===== src/rtl/texture_reverse_lookup.sv =====
// Reverse texture lookup: scans the block/face forward table and streams every match, then a terminator beat.
// Build option REVLOOKUP_SKIP_AIR_EN: when defined, the scan starts at block 2 (index 6), skipping blocks 0 and 1.
module texture_reverse_lookup #(
   parameter int NUM_BLOCKS = 24
) (
   input  logic       clk,
   input  logic       rst_n,
   input  logic       req_valid,
   output logic       req_ready,
   input  logic [4:0] req_texture_id,
   output logic       rsp_valid,
   input  logic       rsp_ready,
   output logic [4:0] rsp_block_id,
   output logic [1:0] rsp_face,
   output logic       rsp_last
);

   typedef enum logic [1:0] {
      ST_IDLE,
      ST_SCAN,
      ST_EMIT,
      ST_TERM
   } state_t;

   localparam logic [4:0] LAST_BLK = 5'(NUM_BLOCKS - 1);
`ifdef REVLOOKUP_SKIP_AIR_EN
   localparam logic [4:0] START_BLK = 5'd2;
`else
   localparam logic [4:0] START_BLK = 5'd0;
`endif

   // Packs one table row as {face2, face1, face0}.
   function automatic logic [14:0] tri3(input logic [4:0] f0, input logic [4:0] f1, input logic [4:0] f2);
      return {f2, f1, f0};
   endfunction

   function automatic logic [14:0] fwd_row(input logic [4:0] blk);
      logic [14:0] row;
      row = '0;
      case (blk)
         5'd2:  row = tri3(5'd2, 5'd3, 5'd1);
         5'd3:  row = tri3(5'd3, 5'd3, 5'd3);
         5'd4, 5'd5, 5'd6, 5'd7:
                row = tri3(blk, blk, blk);
         5'd8:  row = tri3(5'd9, 5'd8, 5'd8);
         5'd9:  row = tri3(5'd11, 5'd10, 5'd10);
         5'd10, 5'd11, 5'd12, 5'd13, 5'd14, 5'd15, 5'd16, 5'd17, 5'd18:
                row = tri3(blk + 5'd2, blk + 5'd2, blk + 5'd2);
         5'd19: row = tri3(5'd22, 5'd23, 5'd21);
         5'd20: row = tri3(5'd24, 5'd7, 5'd7);
         5'd21: row = tri3(5'd27, 5'd7, 5'd25);
         5'd22: row = tri3(5'd30, 5'd28, 5'd28);
         5'd23: row = tri3(5'd31, 5'd31, 5'd31);
         default: row = '0;
      endcase
      return row;
   endfunction

   state_t      r_state;
   logic [4:0]  r_tex;
   logic [4:0]  r_blk;
   logic [1:0]  r_face;
   logic        r_rsp_valid;
   logic        r_rsp_last;
   logic [4:0]  r_rsp_blk;
   logic [1:0]  r_rsp_face;

   logic [14:0] w_row;
   logic [4:0]  w_cand_tex;
   logic        w_hit;
   logic        w_idx_last;
   logic [4:0]  w_blk_next;
   logic [1:0]  w_face_next;

   assign w_row = fwd_row(r_blk);

   always_comb begin
      w_cand_tex = w_row[14:10];
      case (r_face)
         2'd0:    w_cand_tex = w_row[4:0];
         2'd1:    w_cand_tex = w_row[9:5];
         default: w_cand_tex = w_row[14:10];
      endcase
   end

   assign w_hit       = (w_cand_tex == r_tex);
   assign w_idx_last  = (r_blk == LAST_BLK) && (r_face == 2'd2);
   // The scan index block*3+face is kept as a (block, face) pair so no divide is needed.
   assign w_blk_next  = (r_face == 2'd2) ? r_blk + 5'd1 : r_blk;
   assign w_face_next = (r_face == 2'd2) ? 2'd0 : r_face + 2'd1;

   always_ff @(posedge clk or negedge rst_n) begin
      if (!rst_n) begin
         r_state     <= ST_IDLE;
         r_tex       <= '0;
         r_blk       <= '0;
         r_face      <= '0;
         r_rsp_valid <= 1'b0;
         r_rsp_last  <= 1'b0;
         r_rsp_blk   <= '0;
         r_rsp_face  <= '0;
      end else begin
         case (r_state)
            ST_IDLE: begin
               if (req_valid) begin
                  r_tex   <= req_texture_id;
                  r_blk   <= START_BLK;
                  r_face  <= 2'd0;
                  r_state <= ST_SCAN;
               end
            end
            ST_SCAN: begin
               if (w_hit) begin
                  r_rsp_blk   <= r_blk;
                  r_rsp_face  <= r_face;
                  r_rsp_last  <= 1'b0;
                  r_rsp_valid <= 1'b1;
                  r_state     <= ST_EMIT;
               end else if (w_idx_last) begin
                  r_rsp_blk   <= '0;
                  r_rsp_face  <= '0;
                  r_rsp_last  <= 1'b1;
                  r_rsp_valid <= 1'b1;
                  r_state     <= ST_TERM;
               end else begin
                  r_blk  <= w_blk_next;
                  r_face <= w_face_next;
               end
            end
            ST_EMIT: begin
               if (rsp_ready) begin
                  if (w_idx_last) begin
                     r_rsp_blk  <= '0;
                     r_rsp_face <= '0;
                     r_rsp_last <= 1'b1;
                     r_state    <= ST_TERM;
                  end else begin
                     r_blk       <= w_blk_next;
                     r_face      <= w_face_next;
                     r_rsp_valid <= 1'b0;
                     r_state     <= ST_SCAN;
                  end
               end
            end
            ST_TERM: begin
               if (rsp_ready) begin
                  r_rsp_valid <= 1'b0;
                  r_state     <= ST_IDLE;
               end
            end
            default: r_state <= ST_IDLE;
         endcase
      end
   end

   assign req_ready    = (r_state == ST_IDLE);
   assign rsp_valid    = r_rsp_valid;
   assign rsp_last     = r_rsp_last;
   assign rsp_block_id = r_rsp_blk;
   assign rsp_face     = r_rsp_face;

endmodule


===== config.mk =====
export PLATFORM = sky130hd
export DESIGN_NAME = texture_reverse_lookup
export DESIGN_NICKNAME = d
export VERILOG_FILES = /design/src/rtl/texture_reverse_lookup.sv
export SDC_FILE = /design/constraint.sdc
export NUM_CORES = 1
export LEC_CHECK = 0
export CORE_MARGIN = 2
export CORE_UTILIZATION = 35
export CTS_CLUSTER_DIAMETER = 120
export DETAILED_ROUTE_END_ITERATION = 16
export PLACE_DENSITY = 0.51
export SYNTH_ARGS = -nofsm -noshare
export SYNTH_HDL_FRONTEND = slang
export SYNTH_SLANG_ARGS = --single-unit

===== constraint.sdc =====
create_clock -name clk -period 10.24 [get_ports clk]
set_clock_uncertainty 0.05 [all_clocks]
set_input_delay 2.56 -clock clk [delete_from_list [all_inputs] [get_ports clk]]
set_output_delay 2.56 -clock clk [all_outputs]
set_load 0.03 [all_outputs]

==> results of run 1 <==
per-layer routing:
| layer | global-route usage, % | routed length (um) |
|---|---|---|
| met5 | 0 | 0 |
| met4 | 4.64 | 65 |
| met3 | 2.79 | 195 |
| met1 | 24.4 | 2310 |
| met2 | 25.0 | 2110 |
sequential cells by signal, indices dropped and copies added (netlist names):
signal	cells
rsp_block_id	5
r_state	2
r_blk	5
rsp_last	1
rsp_face	2
rsp_valid	1
r_face	2
r_tex	5
kinds of logic after synthesis:
kind of cell	count (synthesis)	share of synthesized area, %
xor gates and xnor gates	2	0.927
muxes	16	8.87
AOI/OAI and AO/OA	59	23.6
and+or+nand+nor	80	22.4
DFF	23	30.4
adders and majority gates	10	6.62
buffers and inverters	29	7.15
power by group through the flow:
| stage | registers, mW | clock network, mW | logic (mW) |
|---|---|---|---|
| 3_3_place_gp | 0.178 | 0 | 0.329 |
| 4_1_cts | 0.177 | 0.0618 | 0.330 |
| 6_report | 0.177 | 0.0591 | 0.329 |
| 5_1_grt | 0.184 | 0.0659 | 0.365 |
| 2_1_floorplan | 0.168 | 0 | 0.250 |
| 3_5_place_dp | 0.178 | 0 | 0.329 |
path summary, 6_finish.rpt:
| check | cells past startpoint | to | slack, ps |
|---|---|---|---|
| min in group asynchronous | 1 | rsp_face[1]$_DFFE_PN0P_ | 2810 |
| setup reg to reg | 11 | rsp_last$_DFFE_PN0P_ | 6130 |
| hold reg to reg | 2 | rsp_last$_DFFE_PN0P_ | 470 |
| setup / recovery | 3 | req_ready | 5840 |
| hold / removal | 2 | rsp_last$_DFFE_PN0P_ | 470 |
| max in group asynchronous | 1 | r_tex[2]$_DFFE_PN0P_ | 6700 |
through the flow:
stage               hold slack (ps)  std cells  total power, mW  utilization [%]
finish                          474        297            0.565             41.2
global route                    499        297            0.614             41.2
CTS                             484        297            0.568             41.2
detailed placement              470        293            0.507             40.3
global placement                453        293            0.508             40.3
floorplan                       439        219            0.418                -
synth_stat cells, drive strengths merged, types with 6 or more instances:
library cell  number  area [sq um]
buf               11          67.6
dfrtp             23           576
nand2             23          86.3
nor3               6          30.0
o211ai             6          45.0
o21ai             11          55.1
mux2               6          67.6
mux2i             10           100
nor2               8          30.0
nand3             12          60.1
inv               14          52.6
ha                10           125
layout make-up:
cell class                 count  share of cell area [%]
sequential                    23                    27.0
multi-input combinational    167                    55.3
clock buffer                   3                    1.94
clock inverter                 1                   0.352
inverter                      14                    2.46
tap                           70                    4.11
timing repair buffer          19                    8.80
worst min-delay path, delay by kind of cell, from the launching register on:
kind | cells | cell delay [ps]
flops | 1 | 380
compound gates | 1 | 50
buf+inv | 1 | 50
==> impl_metrics.xml, run 1 <==
<?xml version="1.0" encoding="UTF-8"?>
<metrics>
  <group name="drt">
    <metric name="avgViaCountPerCell" unit="">5.61</metric>
    <metric name="wire_per_inst" unit="um">15.7</metric>
    <metric name="totalWireLength" unit="mm">4.67</metric>
    <metric name="ant_nets" unit="">0</metric>
    <metric name="drt_pass1_iterations" unit="">4</metric>
    <metric name="dr.first_iter.drc_count" unit="">105</metric>
    <metric name="drc_errors" unit="">0</metric>
    <metric name="via_count" unit="">1666</metric>
  </group>
  <group name="setup_path">
    <metric name="critical_path.cell_chain" unit="">inv_1, ha_1, clkdlybuf4s50_1</metric>
    <metric name="critical_path.reg2reg.startpoint" unit="">r_blk[1]$_DFFE_PN0P_</metric>
    <metric name="crit_path_top_delay_cell" unit="">clkdlybuf4s50_1</metric>
    <metric name="crit_path_end_kind" unit="">primary output</metric>
    <metric name="critPathKind" unit="">flip-flop to primary output</metric>
    <metric name="critical_path.n_buffers_inverters" unit="">2</metric>
    <metric name="crit_start" unit="">r_state[1]$_DFFE_PN0P_</metric>
    <metric name="cell_family_contributing_the_most_delay_on_the_critical_path" unit="">buffers and inverters</metric>
    <metric name="worst-path-max-fanout" unit="">7</metric>
    <metric name="worst_ep_arrival_time" unit="ps">1790</metric>
    <metric name="crit_start_category" unit="">flip-flop</metric>
    <metric name="timing.critical_path.slowest_cell_delay" unit="ps">710</metric>
    <metric name="worst-endpoint-required" unit="ps">7630</metric>
  </group>
  <group name="power">
    <metric name="peakVddDrop" unit="mV">0.0830</metric>
    <metric name="comb_power_share" unit="%">58.3</metric>
    <metric name="sequentialPowerShare" unit="%">31.3</metric>
    <metric name="static-leakage-power" unit="nW">0.857</metric>
    <metric name="internal_power" unit="mW">0.296</metric>
    <metric name="total_switching_power" unit="mW">0.269</metric>
    <metric name="power-per-cell-area" unit="nW/um^2">265</metric>
    <metric name="power_share_of_the_clock_group" unit="%">10.5</metric>
    <metric name="power.switching_fraction" unit="%">47.6</metric>
  </group>
  <group name="placement">
    <metric name="gp_routability_congestion" unit="">0.787</metric>
    <metric name="pre_cts_ws" unit="ps">5800</metric>
    <metric name="io_buffer_count" unit="">18</metric>
    <metric name="detailed_placement_wirelength_estimate" unit="mm">3.52</metric>
    <metric name="placed_area" unit="sq um">2080</metric>
  </group>
  <group name="timing">
    <metric name="number_of_endpoints_with_negative_hold_slack_in_the_final_report" unit="">0</metric>
    <metric name="final_period_minus_worst_setup_slack" unit="ps">4400</metric>
    <metric name="final_critical_path_setup_slack" unit="ps">5840</metric>
    <metric name="slew_violations" unit="">0</metric>
    <metric name="finalCritPeriodShare" unit="%">43.0</metric>
    <metric name="tns" unit="ps">0</metric>
    <metric name="max-slew-margin-rel" unit="%">30.1</metric>
    <metric name="achievable-frequency" unit="MHz">227</metric>
    <metric name="report.final.setup_viol" unit="">0</metric>
    <metric name="tightest_slew" unit="ps">1050</metric>
    <metric name="rsz0062_at_grt" unit="">false</metric>
  </group>
  <group name="cts">
    <metric name="tritoncts" unit="">done</metric>
    <metric name="htreeDepth" unit="">1</metric>
    <metric name="post_cts.resized_instances" unit="">0</metric>
    <metric name="clockRootBuffer" unit="">clkbuf_8</metric>
    <metric name="clock_tree.buffer_depth" unit="">2</metric>
    <metric name="worstSkewPairLatency" unit="ps">260</metric>
    <metric name="cts.sink_count" unit="">23</metric>
    <metric name="cts_hold_buf" unit="">0</metric>
    <metric name="post-cts-setup-buffer-count" unit="">0</metric>
    <metric name="clk_pin_slew_worst_paths" unit="ps">90</metric>
    <metric name="inserted_clock_buffers" unit="">3</metric>
  </group>
  <group name="floorplan">
    <metric name="start_util" unit="%">36.6</metric>
    <metric name="vertical_die_dimension" unit="um">77.5</metric>
    <metric name="die_area" unit="sq um">6010</metric>
    <metric name="die_width" unit="um">77.5</metric>
    <metric name="i_o_pin_cnt" unit="">19</metric>
    <metric name="std_cell_rows" unit="">26</metric>
    <metric name="core_region_area" unit="sq um">5170</metric>
  </group>
  <group name="global_routing">
    <metric name="overflow" unit="">0</metric>
    <metric name="antenna_violations_before_repair" unit="">0</metric>
    <metric name="first_global_vias" unit="">1601</metric>
    <metric name="grt_first_pass_wirelength" unit="mm">8.07</metric>
    <metric name="largest_net_degree_at_the_start_of_global_routing" unit="">24</metric>
    <metric name="grt_use_total" unit="%">16.6</metric>
  </group>
  <group name="job">
    <metric name="max_cap_viol_count" unit="">0</metric>
  </group>
  <group name="layout">
    <metric name="drive_above_1_share" unit="%">9.25</metric>
    <metric name="area_growth_syn_to_layout" unit="%">12.8</metric>
    <metric name="fin_area" unit="sq um">2130</metric>
    <metric name="register_area" unit="sq um">576</metric>
    <metric name="area_taken_by_multi_input_logic_gates" unit="sq um">1180</metric>
    <metric name="nFillCells" unit="">525</metric>
    <metric name="fin_nets" unit="">247</metric>
    <metric name="commonest_non_fill_non_tap_cells_in_the_layout" unit="">nand2_1, dfrtp_1, clkdlybuf4s50_1, inv_1, nand3_1</metric>
    <metric name="diodes" unit="">0</metric>
  </group>
  <group name="synthesis">
    <metric name="post_synth_inst_count" unit="">219</metric>
    <metric name="post_synth.cell_area_avg" unit="sq um">8.63</metric>
    <metric name="yosysSeqAreaShare" unit="%">30.4</metric>
    <metric name="yosys.cell_types.count" unit="">56</metric>
    <metric name="mappedNetlistNets" unit="">238</metric>
    <metric name="yosys_most_used_dff" unit="">dfrtp_1</metric>
    <metric name="synthesis.yosys.warnings" unit="">0</metric>
    <metric name="synth-seq-cells" unit="">23</metric>
    <metric name="synthArstFlopShare" unit="%">100</metric>
    <metric name="synth_enable_flop_cells" unit="">0</metric>
    <metric name="post_synth_instance_area" unit="sq um">1890</metric>
  </group>
  <group name="worst_hold_path">
    <metric name="min_delay_startpoint" unit="">rsp_last$_DFFE_PN0P_</metric>
    <metric name="timing.hold.worst.class" unit="">flip-flop to flip-flop</metric>
  </group>
  <group name="run_status">
    <metric name="run_status" unit="">finished clean</metric>
  </group>
</metrics>
Power figures use the tool's default switching activity.
==> run 2, diff against run 1 <==
--- a/config.mk
+++ b/config.mk
@@ -9,7 +9,7 @@
 export CORE_UTILIZATION = 35
 export CTS_CLUSTER_DIAMETER = 120
 export DETAILED_ROUTE_END_ITERATION = 16
-export PLACE_DENSITY = 0.51
+export PLACE_DENSITY = 0.53
 export SYNTH_ARGS = -nofsm -noshare
 export SYNTH_HDL_FRONTEND = slang
 export SYNTH_SLANG_ARGS = --single-unit
==> constraint.sdc (replaced) <==
create_clock -name clk -period 4 [get_ports clk]
set_clock_uncertainty 0.05 [all_clocks]
set_input_delay 1 -clock clk [delete_from_list [all_inputs] [get_ports clk]]
set_output_delay 1 -clock clk [all_outputs]
set_load 0.03 [all_outputs]
==> impl_metrics.xml, run 2 (synthesis gave the netlist of run 1 again) <==
<?xml version="1.0" encoding="UTF-8"?>
<metrics>
  <group name="power">
    <metric name="power.switching_fraction" unit="%">47.3</metric>
    <metric name="power_share_of_the_clock_group" unit="%">10.7</metric>
    <metric name="comb_power_share" unit="%">62.2</metric>
    <metric name="sequentialPowerShare" unit="%">27.1</metric>
    <metric name="peakVddDrop" unit="mV">0.185</metric>
    <metric name="power-per-cell-area" unit="nW/um^2">683</metric>
    <metric name="total_switching_power" unit="mW">0.713</metric>
    <metric name="total_power" unit="mW">1.51</metric>
    <metric name="internal_power" unit="mW">0.795</metric>
    <metric name="static-leakage-power" unit="nW">0.904</metric>
  </group>
  <group name="drt">
    <metric name="totalWireLength" unit="mm">4.68</metric>
    <metric name="ant_nets" unit="">0</metric>
    <metric name="via_count" unit="">1710</metric>
    <metric name="drt_pass1_iterations" unit="">4</metric>
    <metric name="wire_per_inst" unit="um">15.3</metric>
    <metric name="dr.first_iter.drc_count" unit="">70</metric>
    <metric name="avgViaCountPerCell" unit="">5.59</metric>
    <metric name="drc_errors" unit="">0</metric>
  </group>
  <group name="setup_path">
    <metric name="critical_path.cell_chain" unit="">inv_1, ha_1, or3_4, a31oi_4, a31oi_1, or3_1, a32o_1, or4_1, or3b_4, a21boi_1</metric>
    <metric name="worst-path-max-fanout" unit="">10</metric>
    <metric name="timing.critical_path.slowest_cell_delay" unit="ps">530</metric>
    <metric name="crit_start_category" unit="">flip-flop</metric>
    <metric name="crit_path_top_delay_cell" unit="">or3b_4</metric>
    <metric name="critPathKind" unit="">flip-flop to flip-flop</metric>
    <metric name="worst-endpoint-required" unit="ps">4120</metric>
    <metric name="worst_ep_arrival_time" unit="ps">3880</metric>
    <metric name="crit_path_end_kind" unit="">flip-flop</metric>
  </group>
  <group name="timing">
    <metric name="report.final.setup_viol" unit="">0</metric>
    <metric name="rsz0062_at_grt" unit="">false</metric>
    <metric name="max-slew-margin-rel" unit="%">25.8</metric>
    <metric name="achievable-frequency" unit="MHz">266</metric>
    <metric name="tns" unit="ps">0</metric>
    <metric name="slew_violations" unit="">0</metric>
    <metric name="tightest_slew" unit="ps">1110</metric>
    <metric name="final_period_minus_worst_setup_slack" unit="ps">3760</metric>
    <metric name="number_of_endpoints_with_negative_hold_slack_in_the_final_report" unit="">0</metric>
    <metric name="finalCritPeriodShare" unit="%">93.9</metric>
  </group>
  <group name="cts">
    <metric name="tritoncts" unit="">done</metric>
    <metric name="post_cts.resized_instances" unit="">0</metric>
    <metric name="htreeDepth" unit="">1</metric>
    <metric name="cts.sink_count" unit="">23</metric>
    <metric name="clock_tree.buffer_depth" unit="">2</metric>
    <metric name="worstSkewPairLatency" unit="ps">280</metric>
    <metric name="clockRootBuffer" unit="">clkbuf_8</metric>
    <metric name="inserted_clock_buffers" unit="">3</metric>
    <metric name="post-cts-setup-buffer-count" unit="">0</metric>
    <metric name="clk_pin_slew_worst_paths" unit="ps">100</metric>
    <metric name="cts_hold_buf" unit="">0</metric>
  </group>
  <group name="global_routing">
    <metric name="overflow" unit="">0</metric>
    <metric name="first_global_vias" unit="">1624</metric>
    <metric name="antenna_violations_before_repair" unit="">0</metric>
    <metric name="grt_first_pass_wirelength" unit="mm">7.87</metric>
    <metric name="grt_use_total" unit="%">16.2</metric>
    <metric name="largest_net_degree_at_the_start_of_global_routing" unit="">24</metric>
  </group>
  <group name="floorplan">
    <metric name="start_util" unit="%">36.6</metric>
    <metric name="core_region_area" unit="sq um">5170</metric>
    <metric name="vertical_die_dimension" unit="um">77.5</metric>
    <metric name="die_area" unit="sq um">6010</metric>
    <metric name="i_o_pin_cnt" unit="">19</metric>
    <metric name="std_cell_rows" unit="">26</metric>
    <metric name="die_width" unit="um">77.5</metric>
  </group>
  <group name="layout">
    <metric name="diodes" unit="">0</metric>
    <metric name="fin_area" unit="sq um">2210</metric>
    <metric name="fin_nets" unit="">256</metric>
    <metric name="commonest_non_fill_non_tap_cells_in_the_layout" unit="">nand2_1, dfrtp_1, clkdlybuf4s50_1, inv_1, nand3_1</metric>
    <metric name="area_growth_syn_to_layout" unit="%">16.7</metric>
    <metric name="drive_above_1_share" unit="%">13.6</metric>
  </group>
  <group name="placement">
    <metric name="io_buffer_count" unit="">18</metric>
    <metric name="gp_routability_congestion" unit="">0.854</metric>
    <metric name="detailed_placement_wirelength_estimate" unit="mm">3.53</metric>
    <metric name="placed_area" unit="sq um">2150</metric>
  </group>
  <group name="job">
    <metric name="max_cap_viol_count" unit="">0</metric>
  </group>
  <group name="run_status">
    <metric name="run_status" unit="">finished clean</metric>
  </group>
  <group name="worst_hold_path">
    <metric name="timing.hold.worst.class" unit="">flip-flop to flip-flop</metric>
  </group>
</metrics>
-- run 2: cell types whose count changed in the layout (fill, tap and decap cells not counted) --
cell / before / now
or3b_1: 1 / 0
nor3_2: 0 / 1
or3b_4: 0 / 1
buf_4: 1 / 10
nor3_1: 6 / 5
-- run 2: per-stage QoR --
step | utilization (%) | setup WS, ps | hold WS (ps) | instances
final | 42.7 | 243 | 466 | 306
after global routing | 42.7 | 42.9 | 498 | 306
after CTS | 42.5 | 145 | 469 | 306
after detailed placement | 41.6 | 161 | 454 | 302
after global placement | 41.6 | 164 | 449 | 302
after floorplan | - | 430 | 439 | 219
-- run 2: power groups by stage --
| stage | clock [mW] | sequential (mW) | combinational (mW) |
|---|---|---|---|
| final | 0.162 | 0.408 | 0.938 |
| after global routing | 0.176 | 0.423 | 1.03 |
| after CTS | 0.162 | 0.407 | 0.931 |
| after detailed placement | 0 | 0.412 | 0.929 |
| after global placement | 0 | 0.412 | 0.938 |
| after floorplan | 0 | 0.430 | 0.640 |
-- run 2: critical path: cells and delay by family (launching register included) --
| kind | cells | cell delay, ps |
|---|---|---|
| DFF | 1 | 480 |
| and+or+nand+nor | 4 | 1850 |
| buffers and inverters | 1 | 150 |
| AOI/OAI and AO/OA | 4 | 780 |
| adders and majority gates | 1 | 350 |
-- run 2: final timing paths --
check / from / slack (ps) / end / cells past startpoint
max: r_blk[0]$_DFFE_PN0P_ / 240 / rsp_last$_DFFE_PN0P_ / 10
min reg2reg: rsp_last$_DFFE_PN0P_ / 470 / rsp_last$_DFFE_PN0P_ / 2
max reg2reg: r_blk[0]$_DFFE_PN0P_ / 240 / rsp_last$_DFFE_PN0P_ / 10
min in group asynchronous: rst_n / 1260 / rsp_last$_DFFE_PN0P_ / 1
max in group asynchronous: rst_n / 1970 / r_tex[2]$_DFFE_PN0P_ / 1
min: rsp_last$_DFFE_PN0P_ / 470 / rsp_last$_DFFE_PN0P_ / 2
-- run 2: metal layers --
| metal | vias up | share of wire [%] | track usage [%] |
|---|---|---|---|
| met2 | 44 | 46 | 26.3 |
| met3 | 12 | 4.0 | 2.09 |
| li1 | 834 | - | - |
| met5 | - | 0 | 0 |
| met1 | 820 | 47 | 21.8 |
| met4 | 0 | 2.5 | 6.61 |
-- run 2: layout make-up --
type / instances / area, sq um
fillers: 495 / 2970
repair buffers: 28 / 255
flip-flops and latches: 23 / 576
clock inverters: 1 / 7.51
inverters: 14 / 52.6
multi-input cells: 167 / 1190
clock buffers: 3 / 41.3
well taps: 70 / 87.6
==> run 3, diff against run 2 <==
--- a/config.mk
+++ b/config.mk
@@ -6,10 +6,11 @@
 export NUM_CORES = 1
 export LEC_CHECK = 0
 export CORE_MARGIN = 2
-export CORE_UTILIZATION = 35
+export CORE_UTILIZATION = 37
 export CTS_CLUSTER_DIAMETER = 120
 export DETAILED_ROUTE_END_ITERATION = 16
-export PLACE_DENSITY = 0.53
+export PLACE_DENSITY = 0.56
 export SYNTH_ARGS = -nofsm -noshare
 export SYNTH_HDL_FRONTEND = slang
 export SYNTH_SLANG_ARGS = --single-unit
+export TNS_END_PERCENT = 10
==> impl_metrics.xml, run 3 (synthesis gave the netlist of run 1 again) <==
<?xml version="1.0" encoding="UTF-8"?>
<metrics>
  <group name="run_status">
    <metric name="run_status" unit="">finished clean</metric>
  </group>
  <group name="setup_path">
    <metric name="worst-endpoint-required" unit="ps">4110</metric>
    <metric name="worst-r2r-setup-slack" unit="ps">260</metric>
    <metric name="cell_family_contributing_the_most_delay_on_the_critical_path" unit="">simple AND/OR/NAND/NOR gates</metric>
    <metric name="critPathKind" unit="">flip-flop to flip-flop</metric>
    <metric name="worst_ep_arrival_time" unit="ps">3850</metric>
    <metric name="r2r.worst_path.cells" unit="">10</metric>
    <metric name="crit_path_top_delay_cell" unit="">or3b_4</metric>
    <metric name="crit_start_category" unit="">flip-flop</metric>
    <metric name="critical_path.n_buffers_inverters" unit="">1</metric>
    <metric name="critical_path.reg2reg.startpoint" unit="">r_blk[0]$_DFFE_PN0P_</metric>
    <metric name="worst-path-max-fanout" unit="">10</metric>
    <metric name="critical_path.cell_chain" unit="">inv_1, ha_1, or3_4, a31oi_4, a31oi_1, or3_1, a32o_1, or4_1, or3b_4, a21boi_1</metric>
    <metric name="crit_path_end_kind" unit="">flip-flop</metric>
    <metric name="timing.critical_path.slowest_cell_delay" unit="ps">520</metric>
    <metric name="timing.rr.end" unit="">rsp_last$_DFFE_PN0P_</metric>
  </group>
  <group name="global_routing">
    <metric name="antenna_violations_before_repair" unit="">0</metric>
    <metric name="overflow" unit="">0</metric>
    <metric name="largest_net_degree_at_the_start_of_global_routing" unit="">24</metric>
    <metric name="grt_use_total" unit="%">17.4</metric>
    <metric name="grt_first_pass_wirelength" unit="mm">7.53</metric>
    <metric name="first_global_vias" unit="">1544</metric>
  </group>
  <group name="timing">
    <metric name="max-slew-margin-rel" unit="%">30.6</metric>
    <metric name="slew_violations" unit="">0</metric>
    <metric name="rsz0062_at_grt" unit="">false</metric>
    <metric name="tns" unit="ps">0</metric>
    <metric name="achievable-frequency" unit="MHz">267</metric>
    <metric name="report.final.setup_viol" unit="">0</metric>
    <metric name="number_of_endpoints_with_negative_hold_slack_in_the_final_report" unit="">0</metric>
    <metric name="tightest_slew" unit="ps">1040</metric>
    <metric name="finalCritPeriodShare" unit="%">93.5</metric>
    <metric name="final_critical_path_setup_slack" unit="ps">259</metric>
    <metric name="final_period_minus_worst_setup_slack" unit="ps">3740</metric>
  </group>
  <group name="power">
    <metric name="peakVddDrop" unit="mV">0.206</metric>
    <metric name="static-leakage-power" unit="nW">0.903</metric>
    <metric name="power-per-cell-area" unit="nW/um^2">677</metric>
    <metric name="total_power" unit="mW">1.49</metric>
  </group>
  <group name="layout">
    <metric name="commonest_non_fill_non_tap_cells_in_the_layout" unit="">nand2_1, dfrtp_1, clkdlybuf4s50_1, inv_1, nand3_1</metric>
    <metric name="diodes" unit="">0</metric>
    <metric name="layout.cells.non_filler" unit="">306</metric>
    <metric name="fin_nets" unit="">256</metric>
    <metric name="drive_above_1_share" unit="%">13.1</metric>
    <metric name="area_growth_syn_to_layout" unit="%">16.5</metric>
  </group>
  <group name="drt">
    <metric name="totalWireLength" unit="mm">4.58</metric>
    <metric name="drc_errors" unit="">0</metric>
    <metric name="wire_per_inst" unit="um">15.0</metric>
    <metric name="avgViaCountPerCell" unit="">5.60</metric>
    <metric name="drt_pass1_iterations" unit="">4</metric>
    <metric name="ant_nets" unit="">0</metric>
    <metric name="dr.first_iter.drc_count" unit="">106</metric>
    <metric name="via_count" unit="">1714</metric>
  </group>
  <group name="floorplan">
    <metric name="start_util" unit="%">37.7</metric>
    <metric name="core_region_area" unit="sq um">5010</metric>
    <metric name="i_o_pin_cnt" unit="">19</metric>
    <metric name="std_cell_rows" unit="">26</metric>
    <metric name="vertical_die_dimension" unit="um">75.5</metric>
    <metric name="die_width" unit="um">75.5</metric>
    <metric name="die_area" unit="sq um">5700</metric>
  </group>
  <group name="placement">
    <metric name="pre_cts_ws" unit="ps">144</metric>
    <metric name="io_buffer_count" unit="">18</metric>
    <metric name="post_placement_cell_count" unit="">302</metric>
    <metric name="detailed_placement_wirelength_estimate" unit="mm">3.49</metric>
    <metric name="gp_routability_congestion" unit="">0.902</metric>
  </group>
  <group name="cts">
    <metric name="htreeDepth" unit="">1</metric>
    <metric name="clockRootBuffer" unit="">clkbuf_8</metric>
    <metric name="cts.sink_count" unit="">23</metric>
    <metric name="inserted_clock_buffers" unit="">3</metric>
    <metric name="clock_tree.buffer_depth" unit="">2</metric>
    <metric name="cts_hold_buf" unit="">0</metric>
    <metric name="post_cts.resized_instances" unit="">0</metric>
    <metric name="tritoncts" unit="">done</metric>
    <metric name="clk_pin_slew_worst_paths" unit="ps">90</metric>
    <metric name="worstSkewPairLatency" unit="ps">270</metric>
    <metric name="post-cts-setup-buffer-count" unit="">0</metric>
  </group>
  <group name="job">
    <metric name="max_cap_viol_count" unit="">0</metric>
  </group>
  <group name="worst_hold_path">
    <metric name="hold_critical_path_endpoint" unit="">rsp_last$_DFFE_PN0P_</metric>
    <metric name="min_delay_startpoint" unit="">rsp_last$_DFFE_PN0P_</metric>
    <metric name="timing.hold.worst.class" unit="">flip-flop to flip-flop</metric>
    <metric name="worst_hold_path.num_cells" unit="">2</metric>
  </group>
</metrics>
## run 3: cell counts in the layout (fill, tap and decap cells not counted)
Identical to the previous run, type by type.
## run 3: power breakdown
group          internal (mW)  switching, mW  leakage, nW
Clock                 0.0707         0.0848       0.0217
Sequential             0.320         0.0873        0.295
Combinational          0.404          0.523        0.587
## run 3: per-layer routing
| metal | up-vias | global-route usage [%] | routed length, um |
|---|---|---|---|
| met1 | 814 | 23.4 | 2090 |
| li1 | 843 | - | - |
| met5 | - | 0 | 0 |
| met4 | 0 | 5.26 | 59 |
| met3 | 4 | 1.98 | 271 |
| met2 | 53 | 29.2 | 2160 |
## run 3: worst max-delay path by stage
stage,from,endpoint,slack (ps),cells after the start
2_1_floorplan,r_blk[1]$_DFFE_PN0P_,rsp_last$_DFFE_PN0P_,430,14
3_3_place_gp,r_blk[0]$_DFFE_PN0P_,rsp_last$_DFFE_PN0P_,110,10
3_5_place_dp,r_blk[0]$_DFFE_PN0P_,rsp_last$_DFFE_PN0P_,140,10
4_1_cts,r_blk[0]$_DFFE_PN0P_,rsp_last$_DFFE_PN0P_,130,10
5_1_grt,r_blk[0]$_DFFE_PN0P_,rsp_block_id[2]$_DFFE_PN0P_,40,10
6_report,r_blk[0]$_DFFE_PN0P_,rsp_last$_DFFE_PN0P_,260,10
## run 3: cell type report
type	count	area (sq um)
fillers	538	2810
multi-input cells	167	1180
flip-flops and latches	23	576
repair buffers	28	255
well taps	70	87.6
inverters	14	52.6
clock buffers	3	41.3
clock inverters	1	7.51
## run 3: metrics by stage
stage               area, sq um  util, %  hold slack [ps]
floorplan                  1890        -              439
global placement           2150     42.9              450
detailed placement         2150     42.9              453
CTS                        2200     43.9              468
global route               2200     44.0              505
finish                     2200     44.0              462
## run 3: worst register-to-register path, cell delays in order (launching register included)
cell	delay, ps
dfrtp_1	480
inv_1	150
ha_1	350
or3_4	450
a31oi_4	230
a31oi_1	150
or3_1	370
a32o_1	230
or4_1	500
or3b_4	520
a21boi_1	160
